### src/rtl/uart_rx_fifo.sv
`default_nettype none
// ============================================================================
// Module      : uart_rx_fifo
// Description : UART receive FIFO with first-word fall-through read, sticky
//               overrun/framing status, fill-level and idle-timeout interrupts.
// Revision    : 1.0 - initial release
// ============================================================================
module uart_rx_fifo #(
  parameter int DATA_WIDTH    = 8,
  parameter int DEPTH         = 16,
  parameter int THRESH        = 8,
  parameter int TIMEOUT_TICKS = 704
) (
  input  logic                       clk,
  input  logic                       rst_n,
  input  logic                       baud_en_16x,
  input  logic [DATA_WIDTH-1:0]      rx_data,
  input  logic                       rx_ready,
  input  logic                       rx_error,
  input  logic                       rd_en,
  input  logic                       flush,
  input  logic                       clr_status,
  output logic [DATA_WIDTH-1:0]      rd_data,
  output logic                       rd_perr,
  output logic                       empty,
  output logic                       full,
  output logic [$clog2(DEPTH):0]     level,
  output logic                       overrun,
  output logic                       frame_err,
  output logic                       thresh_irq,
  output logic                       timeout_irq
);

  localparam int c_AW = $clog2(DEPTH);
  localparam int c_LW = c_AW + 1;
  localparam int c_TW = $clog2(TIMEOUT_TICKS + 1);

  localparam logic [c_LW-1:0] c_FULL_LVL   = c_LW'(DEPTH);
  localparam logic [c_LW-1:0] c_THRESH_LVL = c_LW'(THRESH);
  localparam logic [c_TW-1:0] c_TO_MAX     = c_TW'(TIMEOUT_TICKS);

  // Each entry carries the parity-error flag above the character bits.
  logic [DATA_WIDTH:0] r_mem [DEPTH];

  logic [c_AW-1:0] r_wr_ptr;
  logic [c_AW-1:0] r_rd_ptr;
  logic [c_LW-1:0] r_level;
  logic [c_LW-1:0] w_level_nxt;
  logic [c_TW-1:0] r_tcnt;
  logic            r_overrun;
  logic            r_frame_err;
  logic            r_thresh;
  logic            r_timeout;

  logic            w_empty;
  logic            w_full;
  logic            w_pop;
  logic            w_push;
  logic            w_ovr_set;
  logic            w_frm_set;
  logic [DATA_WIDTH:0] w_head;

  assign w_empty   = (r_level == '0);
  assign w_full    = (r_level == c_FULL_LVL);
  assign w_pop     = rd_en && !w_empty && !flush;
  // A full FIFO still accepts a character when a pop frees a slot in the same cycle.
  assign w_push    = rx_ready && (!w_full || w_pop) && !flush;
  assign w_ovr_set = rx_ready && w_full && !w_pop;
  assign w_frm_set = rx_error && !rx_ready;

  always_comb begin
    w_level_nxt = r_level;
    if (flush) begin
      w_level_nxt = '0;
    end else begin
      case ({w_push, w_pop})
        2'b10:   w_level_nxt = r_level + c_LW'(1);
        2'b01:   w_level_nxt = r_level - c_LW'(1);
        default: w_level_nxt = r_level;
      endcase
    end
  end

  always_ff @(posedge clk) begin
    if (w_push) begin
      r_mem[r_wr_ptr] <= {rx_error, rx_data};
    end
  end

  always_ff @(posedge clk or negedge rst_n) begin
    if (!rst_n) begin
      r_wr_ptr <= '0;
      r_rd_ptr <= '0;
      r_level  <= '0;
      r_thresh <= 1'b0;
    end else begin
      r_level  <= w_level_nxt;
      r_thresh <= (w_level_nxt >= c_THRESH_LVL);
      if (flush) begin
        r_wr_ptr <= '0;
        r_rd_ptr <= '0;
      end else begin
        if (w_push) r_wr_ptr <= r_wr_ptr + c_AW'(1);
        if (w_pop)  r_rd_ptr <= r_rd_ptr + c_AW'(1);
      end
    end
  end

  // Sticky status: a set event beats clr_status, flush beats everything.
  always_ff @(posedge clk or negedge rst_n) begin
    if (!rst_n) begin
      r_overrun   <= 1'b0;
      r_frame_err <= 1'b0;
    end else if (flush) begin
      r_overrun   <= 1'b0;
      r_frame_err <= 1'b0;
    end else begin
      if (w_ovr_set)       r_overrun   <= 1'b1;
      else if (clr_status) r_overrun   <= 1'b0;
      if (w_frm_set)       r_frame_err <= 1'b1;
      else if (clr_status) r_frame_err <= 1'b0;
    end
  end

  // Idle timeout: any arriving character or successful pop counts as activity.
  always_ff @(posedge clk or negedge rst_n) begin
    if (!rst_n) begin
      r_tcnt    <= '0;
      r_timeout <= 1'b0;
    end else if (flush) begin
      r_tcnt    <= '0;
      r_timeout <= 1'b0;
    end else begin
      if (rx_ready || w_pop || w_empty) begin
        r_tcnt <= '0;
      end else if (baud_en_16x && (r_tcnt != c_TO_MAX)) begin
        r_tcnt <= r_tcnt + c_TW'(1);
      end
      if (rx_ready || w_pop) begin
        r_timeout <= 1'b0;
      end else if (r_tcnt == c_TO_MAX) begin
        r_timeout <= 1'b1;
      end
    end
  end

  assign w_head      = r_mem[r_rd_ptr];
  assign rd_data     = w_empty ? '0 : w_head[DATA_WIDTH-1:0];
  assign rd_perr     = w_empty ? 1'b0 : w_head[DATA_WIDTH];
  assign empty       = w_empty;
  assign full        = w_full;
  assign level       = r_level;
  assign overrun     = r_overrun;
  assign frame_err   = r_frame_err;
  assign thresh_irq  = r_thresh;
  assign timeout_irq = r_timeout;

endmodule
`default_nettype wire
### config.mk
export PLATFORM = sky130hd
export DESIGN_NAME = uart_rx_fifo
export DESIGN_NICKNAME = d
export VERILOG_FILES = /design/src/rtl/uart_rx_fifo.sv
export SDC_FILE = /design/constraint.sdc
export NUM_CORES = 1
export LEC_CHECK = 0
export BUFFER_PORTS_ARGS = -buffer_cell sky130_fd_sc_hd__buf_2
export CORE_ASPECT_RATIO = 0.8
export CORE_UTILIZATION = 27
export CTS_CLUSTER_SIZE = 10
export DETAILED_ROUTE_END_ITERATION = 16
export PLACE_DENSITY = 0.4
export SKIP_CTS_REPAIR_TIMING = 1
export SLEW_MARGIN = 20
export SYNTH_ARGS = -nofsm -noshare
export SYNTH_HDL_FRONTEND = slang
export SYNTH_SLANG_ARGS = --single-unit
### constraint.sdc
create_clock -name clk -period 2.8 [get_ports clk]
set_input_delay 0 -clock clk [delete_from_list [all_inputs] [get_ports clk]]
set_output_delay 0 -clock clk [all_outputs]
set_load 0.1 [all_outputs]
==> results.sh, run 1 <==
export IMPL_netSwitchingPower_w=0.001718
export IMPL_syn_num_nets=415
export IMPL_synth_flop_cell="edfxtp_1"
export IMPL_slowest_stage="mux4_1"
export IMPL_p_per_area_nw_per_um2=695.4
export IMPL_coreArea_um2=26190
export IMPL_hp_class="primary input to register"
export IMPL_worst_slack_ns=0.1823
export IMPL_vias_per_cell=4.425
export IMPL_grt_usage=0.1298
export IMPL_synth_edff_count=144
export IMPL_setup_violations=0
export IMPL_cts_buffers=17
export IMPL_combPwrFrac=0.170
export IMPL_power_internal_w=0.004301
export IMPL_initial_core_util=0.2743
export IMPL_clock_sinks=171
export IMPL_finalNetCount=487
export IMPL_ir_drop_mv=0.4043
export IMPL_n_fill_cell=2531
export IMPL_place_gp_congestion=0.7598
export IMPL_hold_violations=10
export IMPL_worst_pin_slew_ns=0.7018
export IMPL_ant_nets=0
export IMPL_final_area_um2=8655
export IMPL_antenna_found_initial=0
export IMPL_first_global_vias=3963
export IMPL_fmax_mhz=382.0
export IMPL_async_flop_share=0.1579
export IMPL_setup_worst_path_end_class="primary output"
export IMPL_placed_area_um2=7968
export IMPL_regArea_um2=5012
export IMPL_place_ws_ns=0.02455
export IMPL_switching_share=0.2854
export IMPL_totalWireLength_mm=16.26
export IMPL_layout_commonest_cell="edfxtp_1"
export IMPL_layout_min_cycle_time_ns=2.618
export IMPL_drive_gt1_frac=0.3383
export IMPL_utilization=0.3304
export IMPL_firstDrtPassIters=4
export IMPL_ys_warnings_count=0
export IMPL_die_x_um=184.4
export IMPL_cap_violations=0
export IMPL_clk_latency_ns=0.44
export IMPL_p_total_w=0.006019
export IMPL_clockPowerShare=0.361
export IMPL_critPathKind="register to primary output"
export IMPL_syn_avg_cell_area_um2=18.47
export IMPL_antenna_cells=0
export IMPL_cpPeakStageDelay_ns=0.59
export IMPL_status="finished, violations left"
export IMPL_drc=0
export IMPL_drv_slew=0
export IMPL_clockRootBuffer="clkbuf_16"
export IMPL_cts_tree="yes"
export IMPL_synth_distinct_cells=40
export IMPL_p_leak_nw=2.953
export IMPL_detail_route_wl_per_cell_um=19.59
export IMPL_multi_input_area_um2=2121
export IMPL_drt_iter0_drc=236
export IMPL_violations="hold timing"
export IMPL_die_height_um=147.9
export IMPL_syn_cell_area_um2=7184
export IMPL_worstSetupStartpointType="register"
export IMPL_hpwl_mm=10.37
export IMPL_rows=53
export IMPL_tns_ns=0
export IMPL_clk_pin_slew_ns=0.07
export IMPL_skew_ns=0.01858
export IMPL_h_tree_depth=4
export IMPL_synthToLayoutAreaGrowth_pct=20.46
export IMPL_pwr_share_seq=0.469
export IMPL_ys_seq_area_frac=0.6959
export IMPL_slew_headroom=0.5316
export IMPL_arrival_ns=2.62
export IMPL_grt_overflow_total=0
export IMPL_grt_pass1_wl_mm=24.90
export IMPL_rsz0062_at_grt="no"
export IMPL_crit_fanout=21
export IMPL_whs_ns=-0.02051
export IMPL_ys_ff_latch=171
export IMPL_finalCritPeriodShare=0.9349
export IMPL_pin_count=36
export IMPL_cts_path_max_buffers=2
export IMPL_vias=3673
export IMPL_syn_inst=389
export IMPL_io_buffers=35
export IMPL_crit_chain="buf_12, mux4_1, mux4_2, nor2b_4, buf_2"
export IMPL_mostFrequentLayoutCells="edfxtp_1, mux4_2, buf_2"
export IMPL_required_ns=2.80
export IMPL_dieArea_um2=27270
export IMPL_grt_max_degree=28
-- synth_stat cells (2+ instances only) --
cell type,n,area share
edfxtp_1,144,0.60
a21oi_1,8,0.0056
o21ai_0,6,0.0042
nand4_1,4,0.0035
xnor2_1,7,0.0085
xor2_1,12,0.015
a32oi_1,2,0.0024
nor2b_4,9,0.017
nor4_1,2,0.0017
or3_1,3,0.0026
nor2b_1,2,0.0017
buf_2,4,0.0028
inv_1,10,0.0052
ha_1,10,0.017
nor2_1,38,0.020
mux4_2,37,0.12
and3b_1,2,0.0024
a22oi_1,2,0.0021
dfrtp_1,27,0.094
nand2_1,11,0.0057
clkbuf_1,8,0.0042
buf_1,2,0.0010
nor3_1,7,0.0049
mux2i_1,3,0.0042
buf_12,2,0.0056
mux4_1,8,0.029
nand3_1,3,0.0021
nand2b_1,4,0.0035
-- cell type report --
| class | count | area share |
|---|---|---|
| clock buffer | 17 | 0.04915 |
| clock inverter | 14 | 0.01316 |
| inverter | 10 | 0.004337 |
| multi-input combinational | 190 | 0.2450 |
| sequential | 171 | 0.5792 |
| tap | 357 | 0.05161 |
| timing repair buffer | 71 | 0.05754 |
-- worst paths after layout --
path | startpoint | endpoint | slack (ns) | cells past startpoint
hold / removal | baud_en_16x | r_tcnt[0] | -0.02 | 4
max in group asynchronous | rst_n | level[1] | 2.18 | 2
setup reg to reg | level[0] | thresh_irq | 0.20 | 12
hold reg to reg | overrun | overrun | 0.54 | 2
setup / recovery | r_rd_ptr[0] | rd_data[5] | 0.18 | 5
min in group asynchronous | rst_n | r_tcnt[2] | 0.13 | 2
-- power by group through the flow --
stage	registers, W	logic, W	clock network [W]
after floorplan	0.00293	0.000747	0
final	0.00282	0.00102	0.00217
after detailed placement	0.00288	0.00103	0
after CTS	0.00282	0.00103	0.00224
after global placement	0.00288	0.00103	0
after global routing	0.00283	0.00109	0.00234
-- flip-flops by register name (all words and copies together), names as in the netlist --
register	cells
r_mem	144
r_tcnt	10
level	5
r_rd_ptr	4
r_wr_ptr	4
frame_err	1
overrun	1
thresh_irq	1
timeout_irq	1
-- kinds of logic after synthesis --
kind of cell	count (synthesis)	share of synthesized area
compound gates	21	0.02003
xor+xnor	19	0.02316
fa+ha+maj	10	0.01742
buf+inv	28	0.02142
flops	171	0.6959
mux	48	0.1494
simple gates	92	0.07262
-- metal layers --
| metal | routed length [um] | share of wire | global-route usage |
|---|---|---|---|
| met5 | 0 | 0 | 0 |
| met4 | 268 | 0.016 | 0.04250 |
| met3 | 456 | 0.028 | 0.03326 |
| met2 | 7900 | 0.49 | 0.2077 |
| met1 | 7633 | 0.47 | 0.1716 |
-- metrics by stage --
stage                     hold WS [ns]  cells
after floorplan                -0.2956    389
after global placement         0.07596    785
after detailed placement       0.07584    785
after CTS                      -0.3944    816
after global routing         0.0008868    830
final                         -0.02051    830
-- worst max-delay path, delay by kind of cell, from the launching register on --
family / cells / cell delay [ns]
muxes: 2 / 1.10
buffers and inverters: 2 / 0.52
DFF: 1 / 0.41
and+or+nand+nor: 1 / 0.15
Power figures use the tool's default switching activity.
==> run 2, diff against run 1 <==
--- a/config.mk
+++ b/config.mk
@@ -5,12 +5,12 @@
 export SDC_FILE = /design/constraint.sdc
 export NUM_CORES = 1
 export LEC_CHECK = 0
-export BUFFER_PORTS_ARGS = -buffer_cell sky130_fd_sc_hd__buf_2
 export CORE_ASPECT_RATIO = 0.8
 export CORE_UTILIZATION = 27
 export CTS_CLUSTER_SIZE = 10
 export DETAILED_ROUTE_END_ITERATION = 16
-export PLACE_DENSITY = 0.4
+export DONT_BUFFER_PORTS = 1
+export PLACE_DENSITY = 0.39
 export SKIP_CTS_REPAIR_TIMING = 1
 export SLEW_MARGIN = 20
 export SYNTH_ARGS = -nofsm -noshare
==> results.sh, run 2 (synthesis results as in run 1) <==
export IMPL_totalWireLength_mm=16.71
export IMPL_drc=0
export IMPL_layout_min_cycle_time_ns=2.675
export IMPL_reg2reg_depth=7
export IMPL_grt_usage=0.1302
export IMPL_r2r_start="level[1]"
export IMPL_drt_iter0_drc=224
export IMPL_path_depth=5
export IMPL_cpLargestDelayFamily="multiplexers"
export IMPL_ir_drop_mv=0.4472
export IMPL_clock_sinks=171
export IMPL_worstSetupStartpointType="register"
export IMPL_clk_latency_ns=0.43
export IMPL_cp_num_buf_inv=2
export IMPL_arrival_ns=2.68
export IMPL_first_global_vias=3747
export IMPL_combPwrFrac=0.162
export IMPL_r2r_end="r_rd_ptr[2]"
export IMPL_hold_violations=5
export IMPL_cts_path_max_buffers=2
export IMPL_crit_path_end="rd_data[1]"
export IMPL_grt_overflow_total=0
export IMPL_clk_pin_slew_ns=0.07
export IMPL_cts_buffers=17
export IMPL_n_fill_cell=2467
export IMPL_rows=53
export IMPL_coreArea_um2=26190
export IMPL_utilization=0.3358
export IMPL_largest_reg_flops=144
export IMPL_whs_ns=-0.3852
export IMPL_clockPowerShare=0.389
export IMPL_initial_core_util=0.2743
export IMPL_violations="hold timing"
export IMPL_slew_headroom=0.2562
export IMPL_finalNetCount=474
export IMPL_place_ws_ns=0.1614
export IMPL_crit_fanout=39
export IMPL_setup_violations=0
export IMPL_antenna_found_initial=1
export IMPL_dieArea_um2=27270
export IMPL_die_height_um=147.9
export IMPL_h_tree_depth=4
export IMPL_synthToLayoutAreaGrowth_pct=22.41
export IMPL_rsz0062_at_grt="yes"
export IMPL_netSwitchingPower_w=0.001838
export IMPL_cpPeakStageDelay_ns=0.61
export IMPL_power_internal_w=0.004456
export IMPL_setup_worst_path_end_class="primary output"
export IMPL_detail_route_wl_per_cell_um=20.38
export IMPL_grt_pass1_wl_mm=24.73
export IMPL_min_delay_start="flush"
export IMPL_r2r_slack_ns=0.15
export IMPL_switching_share=0.2919
export IMPL_crit_chain="buf_12, mux4_1, mux4_2, nor2b_4, buf_4"
export IMPL_place_gp_congestion=0.7556
export IMPL_die_x_um=184.4
export IMPL_fmax_mhz=373.8
export IMPL_pin_count=36
export IMPL_skew_ns=0.01083
export IMPL_hpwl_mm=10.65
export IMPL_clockRootBuffer="clkbuf_16"
export IMPL_critPathKind="register to primary output"
export IMPL_status="finished, violations left"
export IMPL_pwr_share_seq=0.448
export IMPL_worst_pin_slew_ns=1.112
export IMPL_cts_tree="yes"
export IMPL_worst_slack_ns=0.1245
export IMPL_drive_gt1_frac=0.2928
export IMPL_crit_path_start="r_rd_ptr[0]"
export IMPL_required_ns=2.80
export IMPL_vias_per_cell=4.468
export IMPL_p_leak_nw=2.945
export IMPL_ant_nets=0
export IMPL_io_buffers=0
export IMPL_layout_commonest_cell="edfxtp_1"
export IMPL_mostFrequentLayoutCells="edfxtp_1, mux4_2, nor2_1"
export IMPL_finalCritPeriodShare=0.9555
export IMPL_hp_class="primary input to register"
export IMPL_firstDrtPassIters=4
export IMPL_drv_slew=0
export IMPL_p_per_area_nw_per_um2=715.7
export IMPL_cap_violations=0
export IMPL_slowest_stage="mux4_1"
export IMPL_largest_register="r_mem"
export IMPL_vias=3664
export IMPL_grt_max_degree=40
[run 2: cell count changes in the layout (fill, tap and decap cells not counted), moves of 2 or more]
cell	delta
buf_2	-35
dlygate4sd3_1	+13
buf_4	+8
clkinv_8	+5
clkinv_4	-4
nor3_2	-4
nor3_4	+4
clkinv_2	-3
inv_6	+3
clkinvlp_4	-2
diode_2	+2
[run 2: how the worst min path moves through the flow]
stage / end / slack (ns) / cells past startpoint
final: level[4] / -0.39 / 1
after global routing: level[4] / -0.40 / 1
after CTS: r_tcnt[3] / -0.77 / 0
after detailed placement: r_tcnt[5] / -0.30 / 0
after global placement: r_tcnt[5] / -0.29 / 0
after floorplan: frame_err / -0.30 / 0
[run 2: cell type report]
type                    instances  area, um2  share of cell area
flip-flops and latches        171       5012              0.5699
multi-input cells             190       2137              0.2430
repair buffers                 58      533.0             0.06061
well taps                     357      446.7             0.05079
clock buffers                  17      425.4             0.04837
clock inverters                15      197.7             0.02248
inverters                      10      37.54            0.004268
diodes                          2      5.005           0.0005691
[run 2: power by group through the flow]
stage               combinational (W)  clock, W  sequential [W]
floorplan                    0.000747         0         0.00293
global placement             0.000974         0         0.00288
detailed placement           0.000971         0         0.00288
CTS                          0.000974   0.00250         0.00282
global route                  0.00109   0.00260         0.00282
finish                        0.00102   0.00245         0.00282
[run 2: metrics by stage]
step	TNS (ns)	std cells	power, W	cell area (um2)
2_1_floorplan	-0.1314	389	0.003677	7266
3_3_place_gp	0	760	0.003851	7863
3_5_place_dp	0	760	0.003850	7880
4_1_cts	0	792	0.006293	8503
5_1_grt	-0.01966	820	0.006510	8795
6_report	0	820	0.006294	8795
[run 2: metal layers]
metal | vias to the layer above | GRT usage | part of all wire
li1 | 1649 | - | -
met1 | 1939 | 0.1698 | 0.46
met4 | 0 | 0.04625 | 0.016
met3 | 12 | 0.02981 | 0.035
met2 | 64 | 0.2123 | 0.49
met5 | - | 0 | 0
==> run 3, diff against run 2 <==
--- a/config.mk
+++ b/config.mk
@@ -6,11 +6,13 @@
 export NUM_CORES = 1
 export LEC_CHECK = 0
 export CORE_ASPECT_RATIO = 0.8
+export CORE_MARGIN = 5
 export CORE_UTILIZATION = 27
 export CTS_CLUSTER_SIZE = 10
 export DETAILED_ROUTE_END_ITERATION = 16
 export DONT_BUFFER_PORTS = 1
 export PLACE_DENSITY = 0.39
+export SETUP_SLACK_MARGIN = 0.15
 export SKIP_CTS_REPAIR_TIMING = 1
 export SLEW_MARGIN = 20
 export SYNTH_ARGS = -nofsm -noshare
==> results.sh, run 3 (synthesis results as in run 1) <==
export IMPL_status="finished, violations left"
export IMPL_violations="hold timing"
export IMPL_hp_class="primary input to register"
export IMPL_p_per_area_nw_per_um2=709.5
export IMPL_cts_tree="yes"
export IMPL_dp_cells=754
export IMPL_met2_length_mm=7.543
export IMPL_utilization=0.3388
export IMPL_drive_gt1_frac=0.3159
export IMPL_ir_drop_mv=0.3888
export IMPL_crit_fanout=18
export IMPL_antenna_cells=0
export IMPL_hpwl_mm=10.77
export IMPL_initial_core_util=0.2736
export IMPL_largest_register="r_mem"
export IMPL_drt_iter0_drc=187
export IMPL_drc=0
export IMPL_grt_pass1_wl_mm=24.90
export IMPL_whs_ns=-0.3705
export IMPL_place_ws_ns=0.1219
export IMPL_vias=3613
export IMPL_vias_per_cell=4.428
export IMPL_detail_route_wl_per_cell_um=20.33
export IMPL_met3_length_um=617
export IMPL_mostFrequentLayoutCells="edfxtp_1, mux4_2, nor2_1"
export IMPL_synthToLayoutAreaGrowth_pct=23.82
export IMPL_cts_path_max_buffers=2
export IMPL_topRoutingLayerUsed="met5"
export IMPL_n_fill_cell=2526
export IMPL_finalNonFillerCells=816
export IMPL_p_leak_nw=2.940
export IMPL_wl_met1_mm=8.275
export IMPL_arrival_ns=2.57
export IMPL_pin_count=36
export IMPL_die_x_um=192.4
export IMPL_largest_reg_flops=144
export IMPL_clk_pin_slew_ns=0.07
export IMPL_layout_min_cycle_time_ns=2.573
export IMPL_worstSetupStartpointType="register"
export IMPL_totalWireLength_mm=16.59
export IMPL_grt_usage=0.1150
export IMPL_clockRootBuffer="clkbuf_16"
export IMPL_cap_violations=0
export IMPL_grt_overflow_total=0
export IMPL_finalNetCount=472
export IMPL_setup_violations=0
export IMPL_worst_pin_slew_ns=1.103
export IMPL_first_global_vias=3682
export IMPL_dieArea_um2=29990
export IMPL_setup_worst_path_end_class="primary output"
export IMPL_drv_slew=0
export IMPL_worst_slack_ns=0.2265
export IMPL_rsz0062_at_grt="yes"
export IMPL_rows=53
export IMPL_place_gp_congestion=0.7304
export IMPL_required_ns=2.80
export IMPL_clock_sinks=171
export IMPL_fmax_mhz=388.6
export IMPL_ant_nets=0
export IMPL_skew_ns=0.009394
export IMPL_hold_violations=14
export IMPL_antenna_found_initial=2
export IMPL_critPathKind="register to primary output"
export IMPL_cts_buffers=17
export IMPL_clk_latency_ns=0.42
export IMPL_coreArea_um2=26260
export IMPL_io_buffers=0
export IMPL_slew_headroom=0.2609
export IMPL_h_tree_depth=4
export IMPL_layout_commonest_cell="edfxtp_1"
export IMPL_finalCritPeriodShare=0.9191
export IMPL_grt_max_degree=40
export IMPL_firstDrtPassIters=4
export IMPL_die_height_um=155.9
-- run 3: cell count changes in the layout (fill, tap and decap cells not counted), sizes merged --
cell / delta
clkinvlp: +6
buf: -2
diode: -2
clkinv: -2
inv: -4
-- run 3: where the power goes --
group / internal, W / switching (W)
Clock: 0.00126 / 0.00108
Sequential: 0.00280 / 0.0000329
Combinational: 0.000468 / 0.000682
Total: 0.00452 / 0.00179
-- run 3: per-layer routing --
metal  global-route usage  up-vias
met5                    0        -
met4              0.02749        4
met3              0.03602       13
met2               0.1681       47
met1               0.1680     1901
li1                     -     1648
-- run 3: path summary, 6_finish.rpt --
| kind | startpoint | end | slack (ns) | depth (start not counted) |
|---|---|---|---|---|
| max | r_rd_ptr[0] | rd_perr | 0.23 | 5 |
| min | flush | level[2] | -0.37 | 1 |
| max reg2reg | level[1] | thresh_irq | 0.25 | 12 |
| min reg2reg | r_tcnt[9] | r_tcnt[9] | 0.55 | 2 |
| max in group asynchronous | rst_n | r_tcnt[0] | 2.08 | 3 |
| min in group asynchronous | rst_n | r_tcnt[1] | 0 | 2 |
-- run 3: final cells by class --
class                           instances  area, um2  area share
Multi-Input combinational cell        190       2168      0.2437
Clock inverter                         15      162.7     0.01828
Sequential cell                       171       5012      0.5634
Inverter                               10      37.54    0.004219
Clock buffer                           17      425.4     0.04782
Tap cell                              357      446.7     0.05021
Timing Repair Buffer                   56      643.1     0.07229
-- run 3: critical path: stages (launching register included) --
cell	delay, ns
dfrtp_2	0.46
buf_12	0.22
mux4_1	0.60
mux4_2	0.51
nor2b_4	0.16
buf_12	0.19
-- run 3: stage by stage --
step	setup TNS (ns)	hold WS, ns	total power [W]	cell area, um2
final	0	-0.3705	0.006312	8896
after global routing	0	-0.3934	0.006564	8896
after CTS	0	-0.7593	0.006301	8548
after detailed placement	0	-0.2948	0.003962	7960
after global placement	0	-0.2948	0.003958	7943
after floorplan	-0.1314	-0.2956	0.003677	7266
